## config.mk

```make
export PLATFORM = sky130hd
export DESIGN_NAME = apb_reg_slave
export DESIGN_NICKNAME = d
export VERILOG_FILES = /design/src/rtl/apb_reg_slave.sv
export SDC_FILE = /design/constraint.sdc
export NUM_CORES = 1
export LEC_CHECK = 0
export CAP_MARGIN = 20
export CELL_PAD_IN_SITES_DETAIL_PLACEMENT = 0
export CELL_PAD_IN_SITES_GLOBAL_PLACEMENT = 2
export CORE_ASPECT_RATIO = 0.7
export CORE_MARGIN = 2
export CORE_UTILIZATION = 30
export CTS_CLUSTER_DIAMETER = 30
export DETAILED_ROUTE_END_ITERATION = 8
export GPL_TIMING_DRIVEN = 0
export PLACE_DENSITY = 0.58
export SLEW_MARGIN = 20
export SYNTH_ARGS = -nofsm -noshare
export SYNTH_HDL_FRONTEND = slang
export SYNTH_SLANG_ARGS = --single-unit
export TNS_END_PERCENT = 50
```

## constraint.sdc

```tcl
create_clock -name clk -period 2.15 [get_ports clk]
set_input_delay 0.215 -clock clk [delete_from_list [all_inputs] [get_ports clk]]
set_output_delay 0.215 -clock clk [all_outputs]
set_load 0.005 [all_outputs]
```

## src/rtl/apb_reg_slave.sv

```systemverilog
// -----------------------------------------------------------------------------
// apb_reg_slave
//
// Purpose:
//   APB slave register bank. Offers NUM_REGS 32-bit word registers with
//   byte-lane writes (PSTRB) and a fixed number of PREADY-low wait states per
//   transfer. Register 0 is a read-only ID word. PREADY, PRDATA and PSLVERR are
//   all driven from flops.
//
// Ports:
//   clk      in   1            clock, rising edge
//   PRESETn  in   1            asynchronous active-low reset
//   PSELx    in   1            slave select
//   PENABLE  in   1            access phase indicator
//   PWRITE   in   1            1 = write, 0 = read
//   PADDR    in   ADDR_WIDTH   byte address
//   PPROT    in   3            protection attributes (accepted, ignored)
//   PWDATA   in   DATA_WIDTH   write data
//   PSTRB    in   PSTRB_WIDTH  write byte strobes
//   PRDATA   out  DATA_WIDTH   read data, valid only while PREADY = 1
//   PSLVERR  out  1            transfer error, valid only while PREADY = 1
//   PREADY   out  1            transfer completion (one-cycle pulse)
// -----------------------------------------------------------------------------
module apb_reg_slave #(
   parameter int unsigned          ADDR_WIDTH  = 32,
   parameter int unsigned          DATA_WIDTH  = 32,
   parameter int unsigned          PSTRB_WIDTH = DATA_WIDTH / 8,
   parameter int unsigned          NUM_REGS    = 16,
   parameter int unsigned          WAIT_STATES = 2,
   parameter logic [DATA_WIDTH-1:0] ID_VALUE   = 32'hA5B0_0001
) (
   input  logic                   clk,
   input  logic                   PRESETn,
   input  logic                   PSELx,
   input  logic                   PENABLE,
   input  logic                   PWRITE,
   input  logic [ADDR_WIDTH-1:0]  PADDR,
   input  logic [2:0]             PPROT,
   input  logic [DATA_WIDTH-1:0]  PWDATA,
   input  logic [PSTRB_WIDTH-1:0] PSTRB,
   output logic [DATA_WIDTH-1:0]  PRDATA,
   output logic                   PSLVERR,
   output logic                   PREADY
);

   localparam int unsigned IDX_W = $clog2(NUM_REGS);

   // First byte address past the register window.
   localparam logic [ADDR_WIDTH-1:0] ADDR_LIMIT = ADDR_WIDTH'(NUM_REGS * 4);
   localparam logic [3:0]            WAIT_LOAD  = 4'(WAIT_STATES);

   localparam logic [1:0] S_IDLE = 2'd0;
   localparam logic [1:0] S_WAIT = 2'd1;
   localparam logic [1:0] S_RESP = 2'd2;

   // ---------------------------------------------------------------------------
   // State and latched transfer
   // ---------------------------------------------------------------------------
   logic [1:0]             r_state;
   logic [1:0]             w_state_next;
   logic [3:0]             r_cnt;
   logic [3:0]             w_cnt_next;

   logic [IDX_W-1:0]       r_idx;
   logic                   r_write;
   logic                   r_err;
   logic [DATA_WIDTH-1:0]  r_wdata;
   logic [PSTRB_WIDTH-1:0] r_strb;

   logic                   r_pready;
   logic                   r_pslverr;
   logic [DATA_WIDTH-1:0]  r_prdata;

   // Protection attributes carry no meaning for this register bank.
   logic                   w_unused_pprot;
   assign w_unused_pprot = ^PPROT;

   // ---------------------------------------------------------------------------
   // Setup-phase decode
   // ---------------------------------------------------------------------------
   logic                   w_setup;
   logic [IDX_W-1:0]       w_setup_idx;
   logic                   w_setup_err;

   // Only a genuine setup phase (PENABLE low) starts a transfer; a select seen
   // with PENABLE already high in IDLE is a protocol violation and is ignored.
   assign w_setup     = PSELx & ~PENABLE;
   assign w_setup_idx = PADDR[IDX_W+1:2];
   assign w_setup_err = (PADDR[1:0] != 2'b00)
                      | (PADDR >= ADDR_LIMIT)
                      | (PWRITE & (PADDR == '0))
                      | (~PWRITE & (PSTRB != '0));

   // ---------------------------------------------------------------------------
   // Next-state logic
   // ---------------------------------------------------------------------------
   always_comb begin
      w_state_next = r_state;
      w_cnt_next   = r_cnt;
      case (r_state)
         S_IDLE: begin
            if (w_setup) begin
               w_cnt_next   = WAIT_LOAD;
               w_state_next = (WAIT_STATES == 0) ? S_RESP : S_WAIT;
            end
         end
         S_WAIT: begin
            if (!PSELx) begin
               // Master abandoned the transfer: drop it without a response.
               w_state_next = S_IDLE;
               w_cnt_next   = '0;
            end else if (r_cnt == 4'd1) begin
               w_state_next = S_RESP;
               w_cnt_next   = '0;
            end else begin
               w_cnt_next   = r_cnt - 4'd1;
            end
         end
         S_RESP: begin
            w_state_next = S_IDLE;
         end
         default: begin
            w_state_next = S_IDLE;
            w_cnt_next   = '0;
         end
      endcase
   end

   // ---------------------------------------------------------------------------
   // Register storage
   // ---------------------------------------------------------------------------
   logic [DATA_WIDTH-1:0] w_reg_view [0:NUM_REGS-1];
   logic                  w_commit;

   // Writes land on the edge that leaves RESP, so an aborted or reset transfer
   // never reaches the registers.
   assign w_commit = (r_state == S_RESP) & r_write & ~r_err;

   assign w_reg_view[0] = ID_VALUE;

   generate
      for (genvar gi = 1; gi < NUM_REGS; gi++) begin : g_reg
         logic [DATA_WIDTH-1:0] r_word;
         logic                  w_hit;

         assign w_hit = w_commit & (r_idx == IDX_W'(gi));

         always_ff @(posedge clk or negedge PRESETn) begin
            if (!PRESETn) begin
               r_word <= '0;
            end else if (w_hit) begin
               for (int bi = 0; bi < PSTRB_WIDTH; bi++) begin
                  if (r_strb[bi]) begin
                     r_word[bi*8 +: 8] <= r_wdata[bi*8 +: 8];
                  end
               end
            end
         end

         assign w_reg_view[gi] = r_word;
      end
   endgenerate

   // ---------------------------------------------------------------------------
   // Response data selection
   // ---------------------------------------------------------------------------
   // With zero wait states RESP is entered straight from IDLE, so the response
   // must come from the live setup decode rather than the latched copy.
   logic                  w_enter_resp;
   logic [IDX_W-1:0]      w_rd_idx;
   logic                  w_rd_err;
   logic                  w_rd_write;
   logic [DATA_WIDTH-1:0] w_rd_data;

   assign w_enter_resp = (w_state_next == S_RESP);
   assign w_rd_idx     = (r_state == S_IDLE) ? w_setup_idx : r_idx;
   assign w_rd_err     = (r_state == S_IDLE) ? w_setup_err : r_err;
   assign w_rd_write   = (r_state == S_IDLE) ? PWRITE      : r_write;
   assign w_rd_data    = w_reg_view[w_rd_idx];

   // ---------------------------------------------------------------------------
   // Control and output flops
   // ---------------------------------------------------------------------------
   always_ff @(posedge clk or negedge PRESETn) begin
      if (!PRESETn) begin
         r_state   <= S_IDLE;
         r_cnt     <= '0;
         r_idx     <= '0;
         r_write   <= 1'b0;
         r_err     <= 1'b0;
         r_wdata   <= '0;
         r_strb    <= '0;
         r_pready  <= 1'b0;
         r_pslverr <= 1'b0;
         r_prdata  <= '0;
      end else begin
         r_state <= w_state_next;
         r_cnt   <= w_cnt_next;

         if ((r_state == S_IDLE) && w_setup) begin
            r_idx   <= w_setup_idx;
            r_write <= PWRITE;
            r_err   <= w_setup_err;
            r_wdata <= PWDATA;
            r_strb  <= PSTRB;
         end

         // Outputs are only non-zero during the single RESP cycle.
         r_pready  <= w_enter_resp;
         r_pslverr <= w_enter_resp & w_rd_err;
         r_prdata  <= (w_enter_resp & ~w_rd_err & ~w_rd_write) ? w_rd_data : '0;
      end
   end

   assign PREADY  = r_pready;
   assign PSLVERR = r_pslverr;
   assign PRDATA  = r_prdata;

endmodule

```

### Word-level counts from Yosys, hierarchy flattened

Cells that the tools add are included.

| storage, ports and cells | value |
|---|---|
| bits in registers | 562 |
| latch bits | 0 |
| RAM bits | 0 |
| ROM bits | 0 |
| bits of input ports | 76 |
| output and inout port bits | 34 |
| word-level logic and storage cells | 207 |
| memories | 0 |

| operators by class | value |
|---|---|
| add/sub/neg operators | 1 |
| multiply operators | 0 |
| div/mod/pow operators | 0 |
| order comparisons | 2 |
| equality and inequality tests | 20 |
| shift-type cells | 0 |
| mux-type cells | 15 |
| bitwise logic cells | 33 |
| reduce and logical (&&, ||, !) cells | 66 |

Operators with widths:

| operator | count |
|---|---|
| $bmux W32 S4 | 1 |
| $reduce_and A2 Y1 | 61 |
| $mux W32 | 3 |
| $eq A4 B4 Y1 const B | 8 |
| $ge A32 B7 Y1 const B | 1 |
| $logic_not A32 Y1 | 1 |
| $and A1 B1 Y1 | 23 |
| $eq A4 B3 Y1 const B | 4 |
| $mux W4 | 4 |
| $pmux W4 S3 | 1 |
| $eq A4 B1 Y1 const B | 2 |
| $eq A4 B2 Y1 const B | 2 |
| $mux W2 | 3 |
| $not A1 Y1 | 6 |
| $ge A5 B5 Y1 const B | 1 |
| $not A4 Y5 | 1 |
| $eq A2 B2 Y1 const B | 2 |
| $pmux W2 S2 | 1 |
| $reduce_bool A4 Y1 | 1 |
| $sub A4 B1 Y4 const B | 1 |
| $or A1 B1 Y1 | 3 |
| $eq A2 B1 Y1 const B | 1 |
| $logic_not A2 Y1 | 1 |
| $mux W1 | 2 |
| 3 further kinds | 3 |

### Depth between registers and ports, before layout

| logic depth | value |
|---|---|
| depth in word-level cells | 9 |
| gate-level depth with buffers | 11 |
| depth with buffers taken out | 8 |

### Least setup slack after synthesis

Ideal clock, no wire load.

| timing path | value |
|---|---|
| path kind | register to register |
| from | reg r_state[0] |
| to | reg g_reg[13].r_word[0] |
| library setup time | 0.125 ns |
| data arrival time | 2.090 ns |
| data required time | 2.025 ns |
| setup slack | -0.065 ns |
| cell stages (with the launch flop) | 9 |
| path buffers | 3 |
| period minus slack after synthesis | 2.215 ns |
| path through | dfrtp_1 buf_6 and4bb_2 nand2_1 or2_2 clkbuf_1 buf_2 nor2_2 mux2_2 |

| between the ends | value |
|---|---|
| cells in the longest elaborated chain, start to end | 5 |

Ends and longest elaborated chain:

| element | line | text |
|---|---|---|
| from (decl) | 59 | `logic [1:0] r_state;` |
| from (signal assigned) | 197 | `r_state <= w_state_next;` |
| $eq A2 B2 Y1 | 137 | `assign w_commit = (r_state == S_RESP) & r_write & ~r_err;` |
| $and A1 B1 Y1 (2 in series) | 137 |  |
| $and A1 B1 Y1 | 146 | `assign w_hit = w_commit & (r_idx == IDX_W'(gi));` |
| $reduce_and A2 Y1 (no line) | -- |  |
| to (signal, indexed assignment) | 154 | `r_word[bi*8 +: 8] <= r_wdata[bi*8 +: 8];` |
| to (decl) | 143 | `logic [DATA_WIDTH-1:0] r_word;` |

Every way passes these cells.
A chain may end at the register's enable or synchronous reset.

### Worst setup path in the final report

| timing path | value |
|---|---|
| from | reg r_state[0] |
| to | reg r_prdata[16], in the netlist PRDATA[16] |

| between the ends | value |
|---|---|
| cells in the longest elaborated chain, start to end | 7 |
| elaborated cells between the ends (all ways) | 19 |
| classes of those cells | eq/ne: 2; mux: 11; bitwise: 5; reduce/logical: 1 |

Ends and longest elaborated chain:

| element | line | text |
|---|---|---|
| $logic_not A2 Y1 / $mux W2 (equally long branches) | -- |  |
| $mux W4 / $mux W2 (equally long branches) | 176, 108 |  |
| $not A4 Y5 (implied by the code) / $pmux W2 S2 (equally long branches) | 179, 100 |  |
| $bmux W32 S4 / $eq A2 B2 Y1 (equally long branches) | 179, 175 |  |
| $mux W32 (implied by the code) / $and A1 B1 Y1 (equally long branches) (2 in series) | 179, 211 |  |
| $mux W32 * | 211 | `r_prdata <= (w_enter_resp & ~w_rd_err & ~w_rd_write) ? w_rd_data : '0;` |
| to (signal assigned) | 211 |  |
| to (decl) | 72 | `logic [DATA_WIDTH-1:0] r_prdata;` |

Mark *: on every way between the ends. The rest lies on a longest branch, timed or not. The select of a mux whose other input is x is not followed.

==> flow_summary.toml <==
[outcome]
run_status = "complete, but fails checks"
violations = "hold timing, setup timing"

[worst_setup_path]
timing.critical_path.required_ps = 2660
setup_slack_reg_to_reg_ps = -440
reg2regPathDepth = 9
timing.critical_path.fanout_max = 5
worst-endpoint-arrival_ps = 3100
critPathLaunchType = "flop"
critical_path.reg2reg.endpoint = "PRDATA[16]$_DFF_PN0_"
setup.worst_path.class = "reg -> reg"
crit_path_end_kind = "flop"
worstReg2RegStart = "r_state[0]$_DFF_PN0_"

[global_route]
antenna_found_initial = 0
grt_util_all_layers_pct = 20.8
vias_in_the_first_global_route = 17400
maximum_number_of_pins_on_one_net_before_global_route_repair = 96
grt_util_met1_pct = 31.1
grt_use_met3_pct = 4.46
gr-total-overflow = 0
grt_most_used_layer = "met1"
gr-usage-met2_pct = 29.6
grt_first_pass_wirelength_mm = 126

[yosys]
yosys_most_used_dff = "sky130_fd_sc_hd__dfrtp_1"
yosys_warnings = 0
ys_seq_area_share_pct = 56.7
synth-edff-count = 0
synth_compound_gate_area_share_pct = 4.68
async_flop_share_pct = 100
synth_simple_gate_area_share_pct = 3.84
synth_top_cell_area_share_pct = 56.7
synth_cell_types = 44
synth_area_um2 = 24800
muxShareOfSynthArea_pct = 32.5
synth_fp_nets = 1789
synthesized_flop_and_latch_total = 562
netlist_top_cells_area = "sky130_fd_sc_hd__dfrtp_1, sky130_fd_sc_hd__mux2_2, sky130_fd_sc_hd__mux4_2, sky130_fd_sc_hd__a21oi_1, sky130_fd_sc_hd__mux2i_1"
synth_fa_ha_area_share_pct = 0.101
synth_largest_area_cell = "sky130_fd_sc_hd__dfrtp_1"
syn-mean-instance-area_um2 = 14.5
synth_xor_xnor_area_share_pct = 0
netlist_instances = 1711
largest_family_of_logic_cells_by_synthesized_area = "multiplexers"

[floorplanning]
start_util_pct = 30.2
die_width_um = 348
io_pins = 110
design.core.area_um2 = 82100
die_outline_area_um2 = 85000
floorplan.rows = 88
die-height_um = 245

[cells_and_area]
final_net_count = 2120
layout.cells.most_common_list = "sky130_fd_sc_hd__dfrtp_1, sky130_fd_sc_hd__mux2_2, sky130_fd_sc_hd__clkbuf_16"
area.growth.synth_to_final_pct = 39.1
final_common_cell = "sky130_fd_sc_hd__dfrtp_1"
final_cells = 3220
post_route_cells_drive_above_1_share_pct = 51.6

[power_and_ir_drop]
power-per-cell-area_nw_per_um2 = 1000
vdd.ir_drop.worst_uv = 658
power.static_leakage_uw = 0.0157

[timing]
final_ws_setup_ps = -443
slew_headroom_pct = 41.3
hold_violations = 86
rsz0062_at_grt = "yes"
tightest_slew_ps = 878
finClkSkew_ps = 31.3
final.setup.tns_ps = -15320
timing.final.crit_period_ps = 2590
max_clock_freq_mhz = 386
finalHoldWorstSlack_ps = -65.7
timing_max_transition_violations_final = 0
final_min_period_over_clock_period_pct = 121
setup_viol_count_final = 130

[place]
port_buffers = 106
place.gp.congestion = 0.803
numPlacedInstances = 2909
hpwl_mm = 54.8

[clock_tree]
clk_pin_slew_worst_paths_ps = 50
root_buffer = "sky130_fd_sc_hd__clkbuf_16"
clock_sink_count = 562
htree_num_levels = 3
clkLatencyLatePin_ps = 680
tritoncts_clock_tree = "built"
cts_made_buffers = 117
clockBufferDepth = 3

[worst_hold_path]
hp-class = "in -> async"

[detailed_routing]
detailedRoute.firstPassIterationCount = 5
drt_iter0_drc = 1076
route.vias.total = 16600
average_routed_wire_per_standard_cell_um = 27.4
final_routed_wirelength_across_all_metal_layers_mm = 88.2
route.antenna.remaining_nets = 0
post-route-drc-count = 0
drt-vias-per-instance = 5.16

[flow_run]
timing.max_cap.violations = 0
[cell usage after synthesis (2+ instances only)]
cell type                  number
sky130_fd_sc_hd__nand3_1       26
sky130_fd_sc_hd__buf_2         15
sky130_fd_sc_hd__buf_1          4
sky130_fd_sc_hd__a21oi_1       79
sky130_fd_sc_hd__dfrtp_1      562
sky130_fd_sc_hd__buf_4          2
sky130_fd_sc_hd__o21ai_0       32
sky130_fd_sc_hd__nor2_2        22
sky130_fd_sc_hd__nand4_1        6
sky130_fd_sc_hd__nor2b_1        4
sky130_fd_sc_hd__nor2_1        39
sky130_fd_sc_hd__nor3_1         4
sky130_fd_sc_hd__mux2_1         9
sky130_fd_sc_hd__nand2_1       75
sky130_fd_sc_hd__clkbuf_1      71
sky130_fd_sc_hd__ha_1           2
sky130_fd_sc_hd__mux2_4         2
sky130_fd_sc_hd__o21ai_1       19
sky130_fd_sc_hd__inv_1          5
sky130_fd_sc_hd__a22oi_1       31
sky130_fd_sc_hd__mux2i_1       39
sky130_fd_sc_hd__mux2_2       514
sky130_fd_sc_hd__a221oi_1      17
sky130_fd_sc_hd__o211ai_1      13
sky130_fd_sc_hd__buf_6         13
sky130_fd_sc_hd__mux4_2        77
sky130_fd_sc_hd__nand2b_1       4
sky130_fd_sc_hd__nor4_1         9
[power by group]
part,internal [uW],switching (uW)
sequential,10900,546
clock,11900,5910
combinational,1920,3340
[layout make-up]
type | instances | area, um^2
fillers | 7486 | 47600
clock buffers | 162 | 3410
multi-input cells | 1039 | 11300
well taps | 1080 | 1350
inverters | 5 | 18.8
repair buffers | 221 | 2900
clock inverters | 54 | 554
plain buffers | 96 | 862
flip-flops and latches | 562 | 14100
diodes | 1 | 2.50
[worst max path at each step]
stage	startpoint	endpoint	slack [ps]
3_5_place_dp	PADDR[2]	PRDATA[23]$_DFF_PN0_	-1330
3_3_place_gp	PRESETn	g_reg[14].r_word[4]$_DFFE_PN0P_	-24970
5_1_grt	r_state[0]$_DFF_PN0_	PRDATA[16]$_DFF_PN0_	-500
6_report	r_state[0]$_DFF_PN0_	PRDATA[16]$_DFF_PN0_	-440
4_1_cts	r_state[0]$_DFF_PN0_	PRDATA[23]$_DFF_PN0_	-610
2_1_floorplan	r_state[0]$_DFF_PN0_	g_reg[13].r_word[0]$_DFFE_PN0P_	-60
[sequential cells by signal, indices dropped and copies added (netlist names)]
register and count:
r_err 1, g.r_word 480, PREADY 1, r_wdata 32, PSLVERR 1, r_idx 4
r_write 1, r_state 2, r_cnt 4, r_strb 4, PRDATA 32
[routing by layer]
| metal | vias to the layer above | wire, um |
|---|---|---|
| met2 | 494 | 37400 |
| met4 | 0 | 2340 |
| met3 | 152 | 5190 |
| li1 | 7070 | - |
| met5 | - | 0 |
| met1 | 8887 | 43300 |
[cells by family (layout without fill, tap and decap cells)]
logic type / count (synthesis) / after routing
multiplexers: 642 / 642
other: 0 / 1
adder cells (fa/ha/maj): 2 / 2
buffers and inverters: 110 / 538
flip-flops: 562 / 562
AO/OA/AOI/OAI: 195 / 195
AND/OR/NAND/NOR: 200 / 200
[what timing repair did]
item / 4_1_cts / 5_1_grt
endpoints found under the hold margin: 106 / 106
pin swaps: 52 / 50
endpoints found under the setup margin: 542 / 521
gates cloned: 5 / 2
resized for setup: 208 / 223
buffers inserted: 54 / 39
[worst max-delay path, stage by stage, from the launching register on]
cell,delay [ps]
sky130_fd_sc_hd__dfrtp_2,440
sky130_fd_sc_hd__buf_6,130
sky130_fd_sc_hd__or2_4,250
sky130_fd_sc_hd__mux2_4,330
sky130_fd_sc_hd__buf_12,150
sky130_fd_sc_hd__buf_12,130
sky130_fd_sc_hd__buf_12,140
sky130_fd_sc_hd__mux4_2,410
sky130_fd_sc_hd__o211ai_1,320
sky130_fd_sc_hd__nand2_1,150
[stage by stage]
step / area, um^2 / util (%) / setup slack [ps] / total power (uW)
3_3_place_gp: 27200 / 33.1 / -24970 / 15500
5_1_grt: 34500 / 42.0 / -501 / 35700
3_5_place_dp: 27500 / 33.5 / -1330 / 15600
2_1_floorplan: 24800 / - / -64.8 / 13300
4_1_cts: 33100 / 40.4 / -612 / 34500
6_report: 34500 / 42.0 / -443 / 34500
No activity file was read; power rests on OpenSTA's default activity.
